## src/rtl/trap_ctrl.sv

```systemverilog
// -----------------------------------------------------------------------------
// trap_ctrl
//   Machine-mode trap sequencer and CSR store for an RV32I core (M-mode only).
//   Arbitrates synchronous exceptions, interrupts and mret, drains the
//   pipeline, updates mstatus/mepc/mcause/mtval and issues a one-cycle PC
//   redirect to fetch. Also owns the CSR read/write port for these registers.
//
// Ports
//   clk_i           core clock
//   rst_i           asynchronous reset, active-high
//   irq_ext_i       machine external interrupt (level, asynchronous)
//   irq_timer_i     machine timer interrupt (level, asynchronous)
//   irq_sw_i        machine software interrupt (level, asynchronous)
//   exc_valid_i     synchronous exception at commit
//   exc_code_i      exception cause code
//   exc_pc_i        PC of the faulting instruction
//   exc_tval_i      trap value for mtval
//   mret_valid_i    mret at commit
//   commit_pc_i     PC of the oldest uncommitted instruction (interrupt mepc)
//   pipe_drained_i  pipeline empty after flush
//   csr_wen_i       CSR write strobe
//   csr_addr_i      CSR address
//   csr_wdata_i     CSR write data (already read-modify-written upstream)
//   csr_rdata_o     CSR read data, combinational from csr_addr_i
//   flush_req_o     kill/drain pipeline
//   redirect_vld_o  one-cycle PC redirect strobe
//   redirect_pc_o   redirect target
//   trap_busy_o     high whenever the sequencer is not idle
// -----------------------------------------------------------------------------
module trap_ctrl #(
  parameter int unsigned XLEN        = 32,
  parameter logic [31:0] MTVEC_RESET = 32'h0,
  parameter int unsigned SYNC_STAGES = 2
) (
  input  logic            clk_i,
  input  logic            rst_i,
  input  logic            irq_ext_i,
  input  logic            irq_timer_i,
  input  logic            irq_sw_i,
  input  logic            exc_valid_i,
  input  logic [3:0]      exc_code_i,
  input  logic [XLEN-1:0] exc_pc_i,
  input  logic [XLEN-1:0] exc_tval_i,
  input  logic            mret_valid_i,
  input  logic [XLEN-1:0] commit_pc_i,
  input  logic            pipe_drained_i,
  input  logic            csr_wen_i,
  input  logic [11:0]     csr_addr_i,
  input  logic [XLEN-1:0] csr_wdata_i,
  output logic [XLEN-1:0] csr_rdata_o,
  output logic            flush_req_o,
  output logic            redirect_vld_o,
  output logic [XLEN-1:0] redirect_pc_o,
  output logic            trap_busy_o
);

  // CSR addresses
  localparam logic [11:0] CSR_MSTATUS  = 12'h300;
  localparam logic [11:0] CSR_MISA     = 12'h301;
  localparam logic [11:0] CSR_MIE      = 12'h304;
  localparam logic [11:0] CSR_MTVEC    = 12'h305;
  localparam logic [11:0] CSR_MSTATUSH = 12'h310;
  localparam logic [11:0] CSR_MSCRATCH = 12'h340;
  localparam logic [11:0] CSR_MEPC     = 12'h341;
  localparam logic [11:0] CSR_MCAUSE   = 12'h342;
  localparam logic [11:0] CSR_MTVAL    = 12'h343;
  localparam logic [11:0] CSR_MIP      = 12'h344;

  localparam logic [31:0] MISA_VALUE = 32'h4000_0100;

  // Interrupt cause codes
  localparam logic [3:0] CODE_MSI = 4'd3;
  localparam logic [3:0] CODE_MTI = 4'd7;
  localparam logic [3:0] CODE_MEI = 4'd11;

  typedef enum logic [1:0] {
    ST_IDLE,
    ST_DRAIN,
    ST_COMMIT
  } state_e;

  typedef enum logic [1:0] {
    K_EXC,
    K_INT,
    K_MRET
  } kind_e;

  // ---------------------------------------------------------------------------
  // Interrupt synchronizers. Index 2 = external, 1 = timer, 0 = software.
  // ---------------------------------------------------------------------------
  logic [2:0] irq_raw;
  logic [2:0] irq_sync;

  assign irq_raw = {irq_ext_i, irq_timer_i, irq_sw_i};

  genvar gi;
  generate
    for (gi = 0; gi < 3; gi++) begin : g_sync
      logic [SYNC_STAGES-1:0] sync_q;
      always_ff @(posedge clk_i or posedge rst_i) begin
        if (rst_i) begin
          sync_q <= '0;
        end else begin
          sync_q <= {sync_q[SYNC_STAGES-2:0], irq_raw[gi]};
        end
      end
      assign irq_sync[gi] = sync_q[SYNC_STAGES-1];
    end
  endgenerate

  // ---------------------------------------------------------------------------
  // State and CSR registers
  // ---------------------------------------------------------------------------
  state_e          state_q, state_d;
  kind_e           kind_q, kind_d;
  logic [3:0]      code_q, code_d;
  logic [XLEN-1:0] pc_q, pc_d;
  logic [XLEN-1:0] tval_q, tval_d;

  logic            mstatus_mie_q, mstatus_mie_d;
  logic            mstatus_mpie_q, mstatus_mpie_d;
  logic [2:0]      mie_en_q, mie_en_d;     // {MEIE, MTIE, MSIE}
  logic [XLEN-1:0] mtvec_q, mtvec_d;
  logic [XLEN-1:0] mscratch_q, mscratch_d;
  logic [XLEN-1:0] mepc_q, mepc_d;
  logic [XLEN-1:0] mcause_q, mcause_d;
  logic [XLEN-1:0] mtval_q, mtval_d;

  always_ff @(posedge clk_i or posedge rst_i) begin
    if (rst_i) begin
      state_q        <= ST_IDLE;
      kind_q         <= K_EXC;
      code_q         <= '0;
      pc_q           <= '0;
      tval_q         <= '0;
      mstatus_mie_q  <= 1'b0;
      mstatus_mpie_q <= 1'b0;
      mie_en_q       <= '0;
      mtvec_q        <= MTVEC_RESET;
      mscratch_q     <= '0;
      mepc_q         <= '0;
      mcause_q       <= '0;
      mtval_q        <= '0;
    end else begin
      state_q        <= state_d;
      kind_q         <= kind_d;
      code_q         <= code_d;
      pc_q           <= pc_d;
      tval_q         <= tval_d;
      mstatus_mie_q  <= mstatus_mie_d;
      mstatus_mpie_q <= mstatus_mpie_d;
      mie_en_q       <= mie_en_d;
      mtvec_q        <= mtvec_d;
      mscratch_q     <= mscratch_d;
      mepc_q         <= mepc_d;
      mcause_q       <= mcause_d;
      mtval_q        <= mtval_d;
    end
  end

  // ---------------------------------------------------------------------------
  // Interrupt pending and priority (MEI > MSI > MTI)
  // ---------------------------------------------------------------------------
  logic [2:0] irq_active;
  logic       int_pend;
  logic [3:0] int_code;

  assign irq_active = mie_en_q & irq_sync;
  assign int_pend   = mstatus_mie_q & (|irq_active);
  assign int_code   = irq_active[2] ? CODE_MEI :
                      irq_active[0] ? CODE_MSI : CODE_MTI;

  // Trap target: vectored mode only offsets interrupts.
  logic [XLEN-1:0] trap_base;
  logic [XLEN-1:0] trap_target;

  assign trap_base   = mtvec_q & ~XLEN'(3);
  assign trap_target = (mtvec_q[0] && kind_q == K_INT)
                       ? trap_base + {{(XLEN-6){1'b0}}, code_q, 2'b00}
                       : trap_base;

  // ---------------------------------------------------------------------------
  // CSR read mux
  // ---------------------------------------------------------------------------
  always_comb begin
    csr_rdata_o = '0;
    case (csr_addr_i)
      CSR_MSTATUS: begin
        csr_rdata_o[12:11] = 2'b11;
        csr_rdata_o[7]     = mstatus_mpie_q;
        csr_rdata_o[3]     = mstatus_mie_q;
      end
      CSR_MISA:     csr_rdata_o = MISA_VALUE;
      CSR_MSTATUSH: csr_rdata_o = '0;
      CSR_MIE: begin
        csr_rdata_o[11] = mie_en_q[2];
        csr_rdata_o[7]  = mie_en_q[1];
        csr_rdata_o[3]  = mie_en_q[0];
      end
      CSR_MTVEC:    csr_rdata_o = mtvec_q;
      CSR_MSCRATCH: csr_rdata_o = mscratch_q;
      CSR_MEPC:     csr_rdata_o = mepc_q;
      CSR_MCAUSE:   csr_rdata_o = mcause_q;
      CSR_MTVAL:    csr_rdata_o = mtval_q;
      CSR_MIP: begin
        csr_rdata_o[11] = irq_sync[2];
        csr_rdata_o[7]  = irq_sync[1];
        csr_rdata_o[3]  = irq_sync[0];
      end
      default:      csr_rdata_o = '0;
    endcase
  end

  // ---------------------------------------------------------------------------
  // Next-state, CSR updates and outputs
  // ---------------------------------------------------------------------------
  always_comb begin
    state_d        = state_q;
    kind_d         = kind_q;
    code_d         = code_q;
    pc_d           = pc_q;
    tval_d         = tval_q;
    mstatus_mie_d  = mstatus_mie_q;
    mstatus_mpie_d = mstatus_mpie_q;
    mie_en_d       = mie_en_q;
    mtvec_d        = mtvec_q;
    mscratch_d     = mscratch_q;
    mepc_d         = mepc_q;
    mcause_d       = mcause_q;
    mtval_d        = mtval_q;
    flush_req_o    = 1'b0;
    redirect_vld_o = 1'b0;
    redirect_pc_o  = '0;
    trap_busy_o    = (state_q != ST_IDLE);

    case (state_q)
      ST_IDLE: begin
        // Software CSR writes only land while idle; the interrupt decision
        // below still uses the pre-write register values.
        if (csr_wen_i) begin
          case (csr_addr_i)
            CSR_MSTATUS: begin
              mstatus_mie_d  = csr_wdata_i[3];
              mstatus_mpie_d = csr_wdata_i[7];
            end
            CSR_MIE:      mie_en_d   = {csr_wdata_i[11], csr_wdata_i[7], csr_wdata_i[3]};
            CSR_MTVEC:    mtvec_d    = csr_wdata_i & ~XLEN'(2);
            CSR_MSCRATCH: mscratch_d = csr_wdata_i;
            CSR_MEPC:     mepc_d     = csr_wdata_i & ~XLEN'(3);
            CSR_MCAUSE:   mcause_d   = csr_wdata_i;
            CSR_MTVAL:    mtval_d    = csr_wdata_i;
            default: ;
          endcase
        end

        if (exc_valid_i) begin
          kind_d  = K_EXC;
          code_d  = exc_code_i;
          pc_d    = exc_pc_i;
          tval_d  = exc_tval_i;
          state_d = ST_DRAIN;
        end else if (int_pend) begin
          kind_d  = K_INT;
          code_d  = int_code;
          pc_d    = commit_pc_i;
          tval_d  = '0;
          state_d = ST_DRAIN;
        end else if (mret_valid_i) begin
          kind_d  = K_MRET;
          state_d = ST_DRAIN;
        end
      end

      ST_DRAIN: begin
        flush_req_o = 1'b1;
        if (pipe_drained_i) begin
          state_d = ST_COMMIT;
        end
      end

      ST_COMMIT: begin
        redirect_vld_o = 1'b1;
        state_d        = ST_IDLE;
        if (kind_q == K_MRET) begin
          redirect_pc_o  = mepc_q;
          mstatus_mie_d  = mstatus_mpie_q;
          mstatus_mpie_d = 1'b1;
        end else begin
          redirect_pc_o  = trap_target;
          mepc_d         = pc_q & ~XLEN'(3);
          mcause_d       = {(kind_q == K_INT), {(XLEN-5){1'b0}}, code_q};
          mtval_d        = tval_q;
          mstatus_mpie_d = mstatus_mie_q;
          mstatus_mie_d  = 1'b0;
        end
      end

      default: state_d = ST_IDLE;
    endcase
  end

endmodule

```

## config.mk

```make
export PLATFORM = sky130hd
export DESIGN_NAME = trap_ctrl
export DESIGN_NICKNAME = d
export VERILOG_FILES = /design/src/rtl/trap_ctrl.sv
export SDC_FILE = /design/constraint.sdc
export NUM_CORES = 1
export LEC_CHECK = 0
export ABC_AREA = 1
export BUFFER_PORTS_ARGS = -buffer_cell sky130_fd_sc_hd__clkbuf_2
export CAP_MARGIN = 15
export CORE_MARGIN = 1.5
export CORE_UTILIZATION = 45
export DETAILED_ROUTE_END_ITERATION = 10
export GPL_ROUTABILITY_DRIVEN = 0
export GPL_TIMING_DRIVEN = 0
export HOLD_SLACK_MARGIN = 0.12
export PLACE_DENSITY = 0.68
export SLEW_MARGIN = 10
export SYNTH_ARGS = -nofsm -noshare
export SYNTH_HDL_FRONTEND = slang
export SYNTH_SLANG_ARGS = --single-unit
```

## constraint.sdc

```tcl
create_clock -name clk_i -period 14.85 [get_ports clk_i]
set_input_delay 0.7425 -clock clk_i [delete_from_list [all_inputs] [get_ports clk_i]]
set_output_delay 0.7425 -clock clk_i [all_outputs]
set_load 0.1 [all_outputs]
```

Word-level counts from Yosys, hierarchy flattened. Index checks and enable logic that the tools add are counted.

Flip-flop bits (word level): 242. Input bits: 153. Output and inout bits: 67. Word-level logic and storage cells: 106.

$add $sub $neg: 1. Equal/unequal tests: 21. Multiplexer cells: 49. Bitwise logic cells: 2. Reductions and logical operators: 17.

Operators by type and width (count): two-way mux 32 bit (16); case mux 32 bit (2 select lines) (3); case mux 19 bit (6 select lines) (1); equality test 12 x 10 -> 1 bit, second input constant (9); adder 32 x 6 -> 32 bit (1); case mux 3 bit (5 select lines) (2); case mux 1 bit (8 select lines) (3); case mux 3 bit (6 select lines) (1); two-way mux 2 bit (7); two-way mux 4 bit (3); AND reduction 3 bit (4); AND reduction 4 bit (3); two-way mux 1 bit (8); != test 2 x 1 -> 1 bit, second input constant (4); != test 2 bit, second input constant (3); case mux 1 bit (6 select lines) (1); AND reduction 2 bit (3); nonzero test 2 bit (3); equality test 2 x 1 -> 1 bit, second input constant (2); equality test 2 bit, second input constant (2); != test 4 bit, second input constant (1); case mux 1 bit (2 select lines) (2); case mux 2 bit (2 select lines) (1); AND 3 bit (1); other kinds (6) (6).

Depth between registers and ports, before layout. Gate-level depths: netlist of run 1.

Depth after elaboration: 6. Depth in mapped cells: 13. Gate-level depth less buffers: 13.

Least setup slack after synthesis of run 1. Ideal clock, no wire load.

Kind: input to output. From: input csr_addr_i[1]. To: output csr_rdata_o[12]. Data arrival time: 3548 ps. Required time: 14107 ps. Setup slack: 10559 ps. Stages on the path: 7. Buffers on the path: 0. Cell sequence: inv_1 > nand2_1 > nor2_1 > nand2_1 > nor2_1 > a31oi_1 > o21ai_0.

Word-level cells in the longest chain between the ends: 2. Elaborated cells between the ends (all ways): 7. Those cells by class: 6 x eq/ne; 1 x mux.

RTL lines: start: declaration (RTL line 48) `input logic [11:0] csr_addr_i,`; equality test 12 x 10 -> 1 bit (RTL line 187) `case (csr_addr_i)`; case mux 1 bit (6 select lines) (*) (RTL line 187); end: declaration (RTL line 50) `output logic [XLEN-1:0] csr_rdata_o,`.

Mark *: on every way between the ends. The rest lies on a longest branch, timed or not.

Worst setup path after layout of run 1.
From: register code_q[0]. To: output redirect_pc_o[24].

Word-level cells in the longest chain between the ends: 4.

RTL lines: start: declaration (RTL line 116) `logic [3:0] code_q, code_d;`; start signal: assignment (RTL line 147) `code_q <= code_d;`; adder 32 x 6 -> 32 bit (RTL line 179) `? trap_base + {{(XLEN-6){1'b0}}, code_q, 2'b00}`; two-way mux 32 bit (RTL line 179); two-way mux 32 bit (RTL line 284) `if (kind_q == K_MRET) begin`; two-way mux 32 bit (RTL line 236) `case (state_q)`; end: declaration (RTL line 53) `output logic [XLEN-1:0] redirect_pc_o,`.

No other way between the ends.

==> results of run 1 <==
## worst min-delay path by stage
| stage | startpoint | end |
|---|---|---|
| after floorplan | g_sync[0].sync_q[0] | g_sync[0].sync_q[1] |
| after global placement | g_sync[0].sync_q[0] | g_sync[0].sync_q[1] |
| after detailed placement | g_sync[2].sync_q[0] | g_sync[2].sync_q[1] |
| after CTS | rst_i | pc_q[8] |
| after global routing | rst_i | pc_q[8] |
| final | rst_i | pc_q[8] |
## cells by family (layout without fill, tap and decap cells)
group,Yosys count,count (layout),share of synthesized area
DFF,238,238,0.4704
AOI/OAI and AO/OA,386,386,0.1686
and+or+nand+nor,764,764,0.2504
other,1,2,0.0002962
xor gates and xnor gates,2,2,0.001384
buffers and inverters,311,574,0.1034
adders and majority gates,5,5,0.005534
## final cells by class
type	count	area (um^2)
fill	2691	12560
sequential	238	5956
multi-input combinational	1159	5400
timing repair buffer	215	1121
inverter	228	863.3
clock buffer	37	763.2
tap	378	473.0
buffer	83	452.9
clock inverter	11	118.9
## registers in the layout (all words and copies together), names as in the netlist
register,flops
mstatus_mpie_q,1
kind_q,2
mcause_q,32
mtval_q,32
mtvec_q,31
mstatus_mie_q,1
tval_q,32
pc_q,30
g_sync.sync_q,6
code_q,4
mscratch_q,32
mepc_q,30
mie_en_q,3
state_q,2
## stage by stage
step,setup slack [ns],std cells
after global routing,10.37,2349
final,10.54,2349
after global placement,4.918,2299
after floorplan,7.576,1708
after detailed placement,11.08,2301
after CTS,10.64,2349
## worst register-to-register path: stages, from the launching register on
cell and delay [ns]:
dfrtp_1 0.36, inv_1 0.04, o21ai_0 0.53, o21ai_0 0.31
inv_1 0.10, nand2_1 0.10, nand2_1 0.12, buf_6 0.14
buf_2 0.25, o21ai_0 0.14
## synthesized netlist by cell type, types with 4 or more instances
cell      number
nand2_1      536
a31oi_1       36
clkbuf_1      29
nand3_1       67
a21oi_1       59
inv_2         12
o21ai_0      168
nor2_1       108
o22ai_1       14
nand2_2        5
nor2_2         6
o211ai_1       6
buf_6          8
nand4_1       14
o21ai_2       18
nor3_1         9
dfrtp_1      238
o21ai_1       74
buf_4         11
inv_1        215
a21oi_2        4
ha_1           4
nor2_4         4
buf_2         32
## power by group
part	leakage, uW	switching, uW	internal, uW
combinational	0.00429	604	243
sequential	0.00297	138	863
clock	0.000423	269	393
total	0.00769	1010	1500
## per-layer routing
layer | wire length [um] | track usage | share of wire | vias to the layer above
met5 | 0 | 0 | 0 | -
met4 | 1515 | 0.1066 | 0.034 | 0
met3 | 4580 | 0.04997 | 0.10 | 88
met2 | 19400 | 0.4717 | 0.44 | 684
met1 | 18760 | 0.4398 | 0.42 | 5792
li1 | - | - | - | 5963
## cell usage in the layout (no fill, tap or decap), types with 6 or more instances in the layout
cell and instances:
inv_2 12, o21ai_2 18, nor2_2 6, dfrtp_1 238, buf_2 32, o211ai_1 6, nand2_1 536, nor2_1 108
nand4_1 14, o21ai_1 74, o21ai_0 168, inv_1 214, a31oi_1 36, clkbuf_1 34, nand3_1 67, o22ai_1 14
buf_6 8, a21oi_1 59, clkbuf_16 27, clkbuf_2 213, buf_4 11, nor3_1 9
==> results.json, run 1 <==
{
  "status": "finished clean",
  "finClkSkew_ns": 0.01607,
  "drive_gt1_frac": 0.1892,
  "required_ns": 14.11,
  "route.detailed.drc": 0,
  "syn_to_final_growth_pct": 19.65,
  "hp-class": "in -> async",
  "rsz0062_at_grt": "no",
  "clk_latency_ns": 0.54,
  "crit_type": "reg -> out",
  "path_cells": "ha_1, inv_1, fa_1, inv_1, nand3_1, nand2_1, nand4_1, nor2_1, nand3_1, a31oi_1, clkbuf_2",
  "clk_pin_slew_worst_paths_ns": 0.06,
  "yosys_warnings": 0,
  "drtPass1Iterations": 6,
  "leakage_uw": 0.007690,
  "cts_buffer_depth": 3,
  "post_cts_resized": 0,
  "powerDensity_nw_per_um2": 165.6,
  "die_w_um": 170.7,
  "hold-worst-slack_ns": 0.2270,
  "post-route-min-period_ns": 4.306,
  "grt_pass1_vias": 11390,
  "syn_area_per_cell_um2": 7.417,
  "ir_worst_vdd_uv": 106.6,
  "ctsHoldBuffers": 0,
  "synth_top_cell_by_area": "dfrtp_1",
  "yosysTopAreaCellShare": 0.4704,
  "maxCapViolCount": 0,
  "ant_nets": 0,
  "clock-root-buffer": "clkbuf_16",
  "grt_max_degree": 102,
  "dpl.hpwl_um": 34990,
  "grt_overflow": 0,
  "worst_path_max_delay_cell": "clkbuf_2",
  "r2r_start": "g_sync[0].sync_q[1]",
  "synth-seq-cells": 238,
  "setup_viol": 0,
  "worstSetupStartpointType": "flip-flop",
  "ios": 220,
  "core_um2": 27710,
  "placed_cell_area_um2": 14270,
  "drtIter0Drc": 1520,
  "nets": 2109,
  "reg2reg_depth": 9,
  "cts_max_level": 1,
  "utilization": 0.5468,
  "endpoint_kind": "output port",
  "post_cts_buffers": 0,
  "worst_pin_slew_ns": 0.7964,
  "critPathTopFamily": "simple AND/OR/NAND/NOR gates",
  "r2r-end": "tval_q[1]",
  "start_util": 0.4570,
  "arrival_ns": 3.56,
  "min_period_over_period": 0.2899,
  "gr-usage-all-layers": 0.3071,
  "die_area_um2": 29150,
  "crit_path_end": "redirect_pc_o[24]",
  "hold_violations": 0,
  "power.total_uw": 2509,
  "synth-async-reset-ratio": 1.000,
  "final_area_um2": 15150,
  "tns_ns": 0,
  "vias": 12530,
  "cts_buffers": 26,
  "synth_cells": 1707,
  "synth_area_leaders": "dfrtp_1, nand2_1, o21ai_0",
  "fmax_ghz": 0.2323,
  "synth-seq-area-share": 0.4704,
  "fp.dieH_um": 170.7,
  "critPathBufInv": 3,
  "synth.distinct_cells": 44,
  "path_max_fanout": 6,
  "drv_slew": 0,
  "cts_tree": "built",
  "rrSetupSlack_ns": 12.62,
  "grt_pass1_wl_um": 66750,
  "ys.flop_type": "dfrtp_1",
  "syn_area_um2": 12660,
  "row_count": 61,
  "antenna_found_initial": 0,
  "worst_setup_path_startpoint": "code_q[0]",
  "cp_slowest_stage_delay_ns": 0.51,
  "wl_per_cell_um": 18.84,
  "slew_headroom": 0.4691,
  "synth_edf_count": 0,
  "clock_sinks": 238,
  "io_buffers": 213,
  "routed_via_density": 5.333,
  "totalWireLength_um": 44250,
  "n_antenna_cell": 0,
  "worst-path-stages": 11
}
(Power assumes the default switching activity.)
==> inputs of run 2 (changes only) <==
- PLACE_DENSITY: 0.68 -> 0.71
- clock period: 14.85 -> 3.6 ns (I/O delays scaled with it)
==> run 2 against run 1 <==
Against the previous run: register-to-register slack worse by 12 ns; critical path depth unchanged; cell count rose by 5.7%; sequential power rose to 4.2 times the previous value; setup slack got worse by 10 ns; non-clock buffer count rose by 140; critical endpoint unchanged; largest cell class unchanged; highest routed layer unchanged.
==> results.json, run 2 (synthesized netlist as in run 1, its figures left out) <==
{
  "clk_pin_slew_worst_paths_ns": 0.06,
  "worstSetupStartpointType": "flip-flop",
  "finClkSkew_ns": 0.01278,
  "r2r_start": "mie_en_q[0]",
  "n_antenna_cell": 0,
  "rsz0062_at_grt": "no",
  "ff_latch_area_um2": 5956,
  "grt_pass1_vias": 12480,
  "grt_overflow": 0,
  "ios": 220,
  "cp_slowest_stage_delay_ns": 0.47,
  "tns_ns": 0,
  "row_count": 61,
  "crit_type": "reg -> out",
  "critPathBufInv": 3,
  "endpoint_kind": "output port",
  "clock_sinks": 238,
  "syn_to_final_growth_pct": 30.40,
  "die_area_um2": 29150,
  "critPathTopFamily": "simple AND/OR/NAND/NOR gates",
  "timing.final.ws_setup_ns": 0.1268,
  "nets": 2247,
  "cts_buffer_depth": 3,
  "hp-class": "in -> reg",
  "core_um2": 27710,
  "start_util": 0.4570,
  "slew_headroom": 0.4641,
  "io_buffers": 213,
  "setup_viol": 0,
  "reg2reg_depth": 10,
  "pre_cts_slack_ns": 0.5354,
  "holdCritStartpoint": "exc_valid_i",
  "routed_via_density": 5.405,
  "arrival_ns": 3.29,
  "ant_nets": 0,
  "die_w_um": 170.7,
  "cts_max_level": 1,
  "power.total_uw": 10610,
  "totalWireLength_um": 46550,
  "status": "finished clean",
  "antenna_found_initial": 0,
  "drv_slew": 0,
  "fp.dieH_um": 170.7,
  "cts_tree": "built",
  "hold-worst-slack_ns": 0.1856,
  "fmax_ghz": 0.2879,
  "worstHoldPathCells": 5,
  "path_max_fanout": 6,
  "ir_worst_vdd_uv": 531.2,
  "final_cell_mix": "nand2_1, dfrtp_1, inv_1, clkbuf_2, o21ai_0",
  "dpl.hpwl_um": 35030,
  "gr-usage-all-layers": 0.3212,
  "vias": 13420,
  "required_ns": 3.42,
  "r2r-end": "pc_q[14]",
  "drtIter0Drc": 1635,
  "hold_end": "code_q[3]",
  "leakage_uw": 0.008242,
  "powerDensity_nw_per_um2": 642.7,
  "route.detailed.drc": 0,
  "final_common_cell": "nand2_1",
  "grt_pass1_wl_um": 70180,
  "min_period_over_period": 0.9648,
  "rrSetupSlack_ns": 0.65,
  "multi_input_area_um2": 5405,
  "utilization": 0.5959,
  "maxCapViolCount": 0,
  "cts_buffers": 24,
  "drive_gt1_frac": 0.1773,
  "hold_violations": 0,
  "path_cells": "ha_1, inv_1, fa_1, inv_1, nand3_1, nand2_1, nand4_1, nor2_2, nand3_1, a31oi_1, clkbuf_4",
  "clock-root-buffer": "clkbuf_16",
  "post-route-min-period_ns": 3.473,
  "drtPass1Iterations": 7,
  "wl_per_cell_um": 18.76,
  "worst_path_max_delay_cell": "dfrtp_1",
  "worst_pin_slew_ns": 0.8038,
  "grt_max_degree": 41,
  "fillers": 2489,
  "clk_latency_ns": 0.53
}
[run 2: power by group]
| part | internal, uW | leakage [uW] | switching (uW) | total, uW |
|---|---|---|---|---|
| Sequential | 3560 | 0.00297 | 591 | 4150 |
| Combinational | 1320 | 0.00488 | 2580 | 3900 |
| Clock | 1510 | 0.000394 | 1060 | 2570 |
[run 2: worst max-delay path by stage]
stage	depth (start not counted)	start	endpoint	slack [ns]
2_1_floorplan	4	state_q[0]	redirect_pc_o[23]	0.03
3_3_place_gp	2	rst_i	mtvec_q[14]	-1.12
3_5_place_dp	11	code_q[0]	redirect_pc_o[24]	0.54
4_1_cts	12	code_q[0]	redirect_pc_o[28]	0.003
5_1_grt	13	code_q[0]	redirect_pc_o[20]	0.01
6_report	11	code_q[0]	redirect_pc_o[24]	0.13
[run 2: per-layer routing]
layer	wire (um)	part of all wire	track usage	vias to the layer above
met5	0	0	0	-
met4	2289	0.049	0.1539	0
met3	4992	0.11	0.04835	142
met2	20760	0.45	0.5058	879
met1	18510	0.40	0.4357	6183
li1	-	-	-	6212
[run 2: area by class of cell]
class,instances,area share
Clock inverter,6,0.004850
Tap cell,378,0.02865
Buffer,83,0.02743
Clock buffer,35,0.04320
Inverter,228,0.05207
Timing Repair Buffer,355,0.1557
Sequential cell,238,0.3607
Multi-Input combinational cell,1159,0.3274
[run 2: tightest hold or removal path: stages]
cell and delay (ns):
clkbuf_2 0.13, inv_2 0.12, nand2_1 0.09, o211ai_1 0.08
o21ai_0 0.07
[run 2: metrics by stage]
| stage | cells | area [um^2] |
|---|---|---|
| after global routing | 2482 | 16510 |
| after floorplan | 1708 | 12670 |
| after global placement | 2299 | 14210 |
| after CTS | 2482 | 16490 |
| after detailed placement | 2306 | 14350 |
| final | 2482 | 16510 |
[run 2: repair_timing]
item                                    4_1_cts  5_1_grt
pin swaps                                     0        0
endpoints found under the hold margin       199        0
endpoints found under the setup margin        1        7
resized for setup                             1       10
hold buffers                                135        0
buffers inserted                              0        0
==> inputs of run 3 (changes only) <==
--- a/config.mk
+++ b/config.mk
@@ -9,5 +9,4 @@
 export BUFFER_PORTS_ARGS = -buffer_cell sky130_fd_sc_hd__clkbuf_2
 export CAP_MARGIN = 15
-export CORE_MARGIN = 1.5
 export CORE_UTILIZATION = 45
 export DETAILED_ROUTE_END_ITERATION = 10
==> constraint.sdc (replaced) <==
create_clock -name clk_i -period 3.6 [get_ports clk_i]
set_input_delay 0.72 -clock clk_i [delete_from_list [all_inputs] [get_ports clk_i]]
set_output_delay 0.72 -clock clk_i [all_outputs]
set_load 0.1 [all_outputs]
==> run 3 against run 2 <==
Against the previous run: the run now ends with setup timing left; combinational power down 7.4%; cell count down 5.1%; global-route usage down 0.96 points; worst hold slack better by 0.11 ns; via count down 5.3%; design area down 6.0%; clock power down 4%; flip-flop and latch count unchanged; power down 3.6%; largest cell class unchanged; largest power group unchanged.
==> results.json, run 3 (synthesized netlist as in run 1, its figures left out) <==
{
  "status": "complete, but fails checks",
  "violations": "setup timing",
  "top_layer_used": "met4",
  "power.total_uw": 10230,
  "combinationalPowerShare": 0.353,
  "utilization": 0.5603,
  "hp-class": "in -> async",
  "clk_pin_slew_worst_paths_ns": 0.06,
  "crit_top_cell": "inv_2",
  "cts_tree": "built",
  "grt_max_degree": 35,
  "cts_max_level": 1,
  "ir_worst_vdd_uv": 500.9,
  "start_util": 0.4570,
  "ant_nets": 0,
  "power_frac_seq": 0.405,
  "clockPowerShare": 0.242,
  "power.switching_uw": 4203,
  "p_int_uw": 6030,
  "io_buffers": 213,
  "drtIter0Drc": 1573,
  "grt_overflow": 0,
  "wl_per_cell_um": 18.85,
  "worst_path_max_delay_cell": "dfrtp_2",
  "arrival_ns": 2.90,
  "path_max_fanout": 6,
  "finClkSkew_ns": 0.01465,
  "n_antenna_cell": 0,
  "endpoint_kind": "output port",
  "path_cells": "ha_4, inv_2, fa_2, inv_2, nand3_4, nand2_4, nand4_1, nor2_4, nand3_2, a31oi_4, clkbuf_16",
  "cts_buffer_depth": 3,
  "min_period_over_period": 1.005,
  "drv_slew": 0,
  "cts_buffers": 25,
  "critPathTopFamily": "simple AND/OR/NAND/NOR gates",
  "powerDensity_nw_per_um2": 659.2,
  "switching_share": 0.4107,
  "final_cell_mix": "nand2_1, dfrtp_1, inv_1, clkbuf_2, o21ai_0",
  "ctsHoldBuffers": 0,
  "vias": 12710,
  "grt_pass1_wl_um": 67620,
  "critPathBufInv": 3,
  "die_area_um2": 28810,
  "final_common_cell": "nand2_1",
  "gr-usage-all-layers": 0.3116,
  "nets": 2119,
  "clock-root-buffer": "clkbuf_16",
  "worst_pin_slew_ns": 0.8196,
  "fillers": 2708,
  "antenna_found_initial": 0,
  "rsz0062_at_grt": "yes",
  "dpl.hpwl_um": 34980,
  "core_um2": 27710,
  "drtPass1Iterations": 7,
  "grt_pass1_vias": 11750,
  "cp_slowest_stage_delay_ns": 0.44,
  "hold_violations": 0,
  "post-route-min-period_ns": 3.617,
  "routed_via_density": 5.394,
  "totalWireLength_um": 44400,
  "route.detailed.drc": 0,
  "met2_length_um": 19350,
  "die_w_um": 169.7,
  "clock_sinks": 238,
  "maxCapViolCount": 0,
  "timing.final.ws_setup_ns": -0.01730,
  "hold-worst-slack_ns": 0.2961,
  "slew_headroom": 0.4536,
  "fmax_ghz": 0.2764,
  "wl_met1_um": 18350,
  "leakage_uw": 0.007769,
  "clk_latency_ns": 0.53,
  "setup_viol": 1,
  "worstSetupStartpointType": "flip-flop",
  "drive_gt1_frac": 0.2123,
  "crit_type": "reg -> out",
  "ios": 220,
  "fp.dieH_um": 169.7,
  "row_count": 61,
  "dr_wl_met3_um": 4852,
  "syn_to_final_growth_pct": 22.61,
  "required_ns": 2.88
}
[run 3: power by group through the flow]
stage | logic [uW] | registers [uW] | clock network, uW
4_1_cts | 3540 | 4100 | 2460
3_5_place_dp | 3460 | 4140 | 0
5_1_grt | 3960 | 4200 | 2590
6_report | 3610 | 4140 | 2480
2_1_floorplan | 2520 | 3920 | 0
3_3_place_gp | 3360 | 4120 | 0
[run 3: layer usage]
metal / vias up / global-route usage
met5: - / 0
met4: 0 / 0.1273
met3: 129 / 0.05224
met2: 800 / 0.4733
met1: 5824 / 0.4416
li1: 5955 / -
[run 3: metrics by stage]
| step | cells | cell area, um^2 | TNS [ns] | worst slack, ns |
|---|---|---|---|---|
| floorplan | 1708 | 12700 | -58.03 | -0.3313 |
| global placement | 2299 | 14240 | -386.17 | -1.648 |
| detailed placement | 2306 | 14380 | -0.5390 | -0.1515 |
| CTS | 2354 | 15370 | -0.01862 | -0.01115 |
| global route | 2356 | 15520 | -0.1246 | -0.05636 |
| finish | 2356 | 15520 | -0.01730 | -0.01730 |
[run 3: layout make-up]
cell class                 count  area [um^2]  share of cell area
multi-input combinational   1159         5557              0.3579
clock inverter                10        82.58            0.005320
inverter                     228        859.6             0.05537
clock buffer                  34        679.4             0.04377
timing repair buffer         226         1458             0.09390
sequential                   238         5958              0.3838
buffer                        83        456.7             0.02942
tap                          378        473.0             0.03047
[run 3: timing repair]
item | in CTS | in global routing
buffers inserted | 4 | 2
pin swaps | 6 | 6
setup endpoints to repair | 33 | 46
cloned | 0 | 0
resized for setup | 49 | 80
[run 3: final timing paths]
kind,start,endpoint,slack [ns],cells past startpoint
setup / recovery,code_q[0],redirect_pc_o[24],-0.02,11
hold / removal,rst_i,pc_q[2],0.30,2
setup reg to reg,g_sync[2].sync_q[1],tval_q[2],1.32,9
hold reg to reg,g_sync[1].sync_q[0],g_sync[1].sync_q[1],0.35,0
max in group asynchronous,rst_i,mtvec_q[15],2.44,4
min in group clk_i,irq_ext_i,g_sync[2].sync_q[0],0.30,1
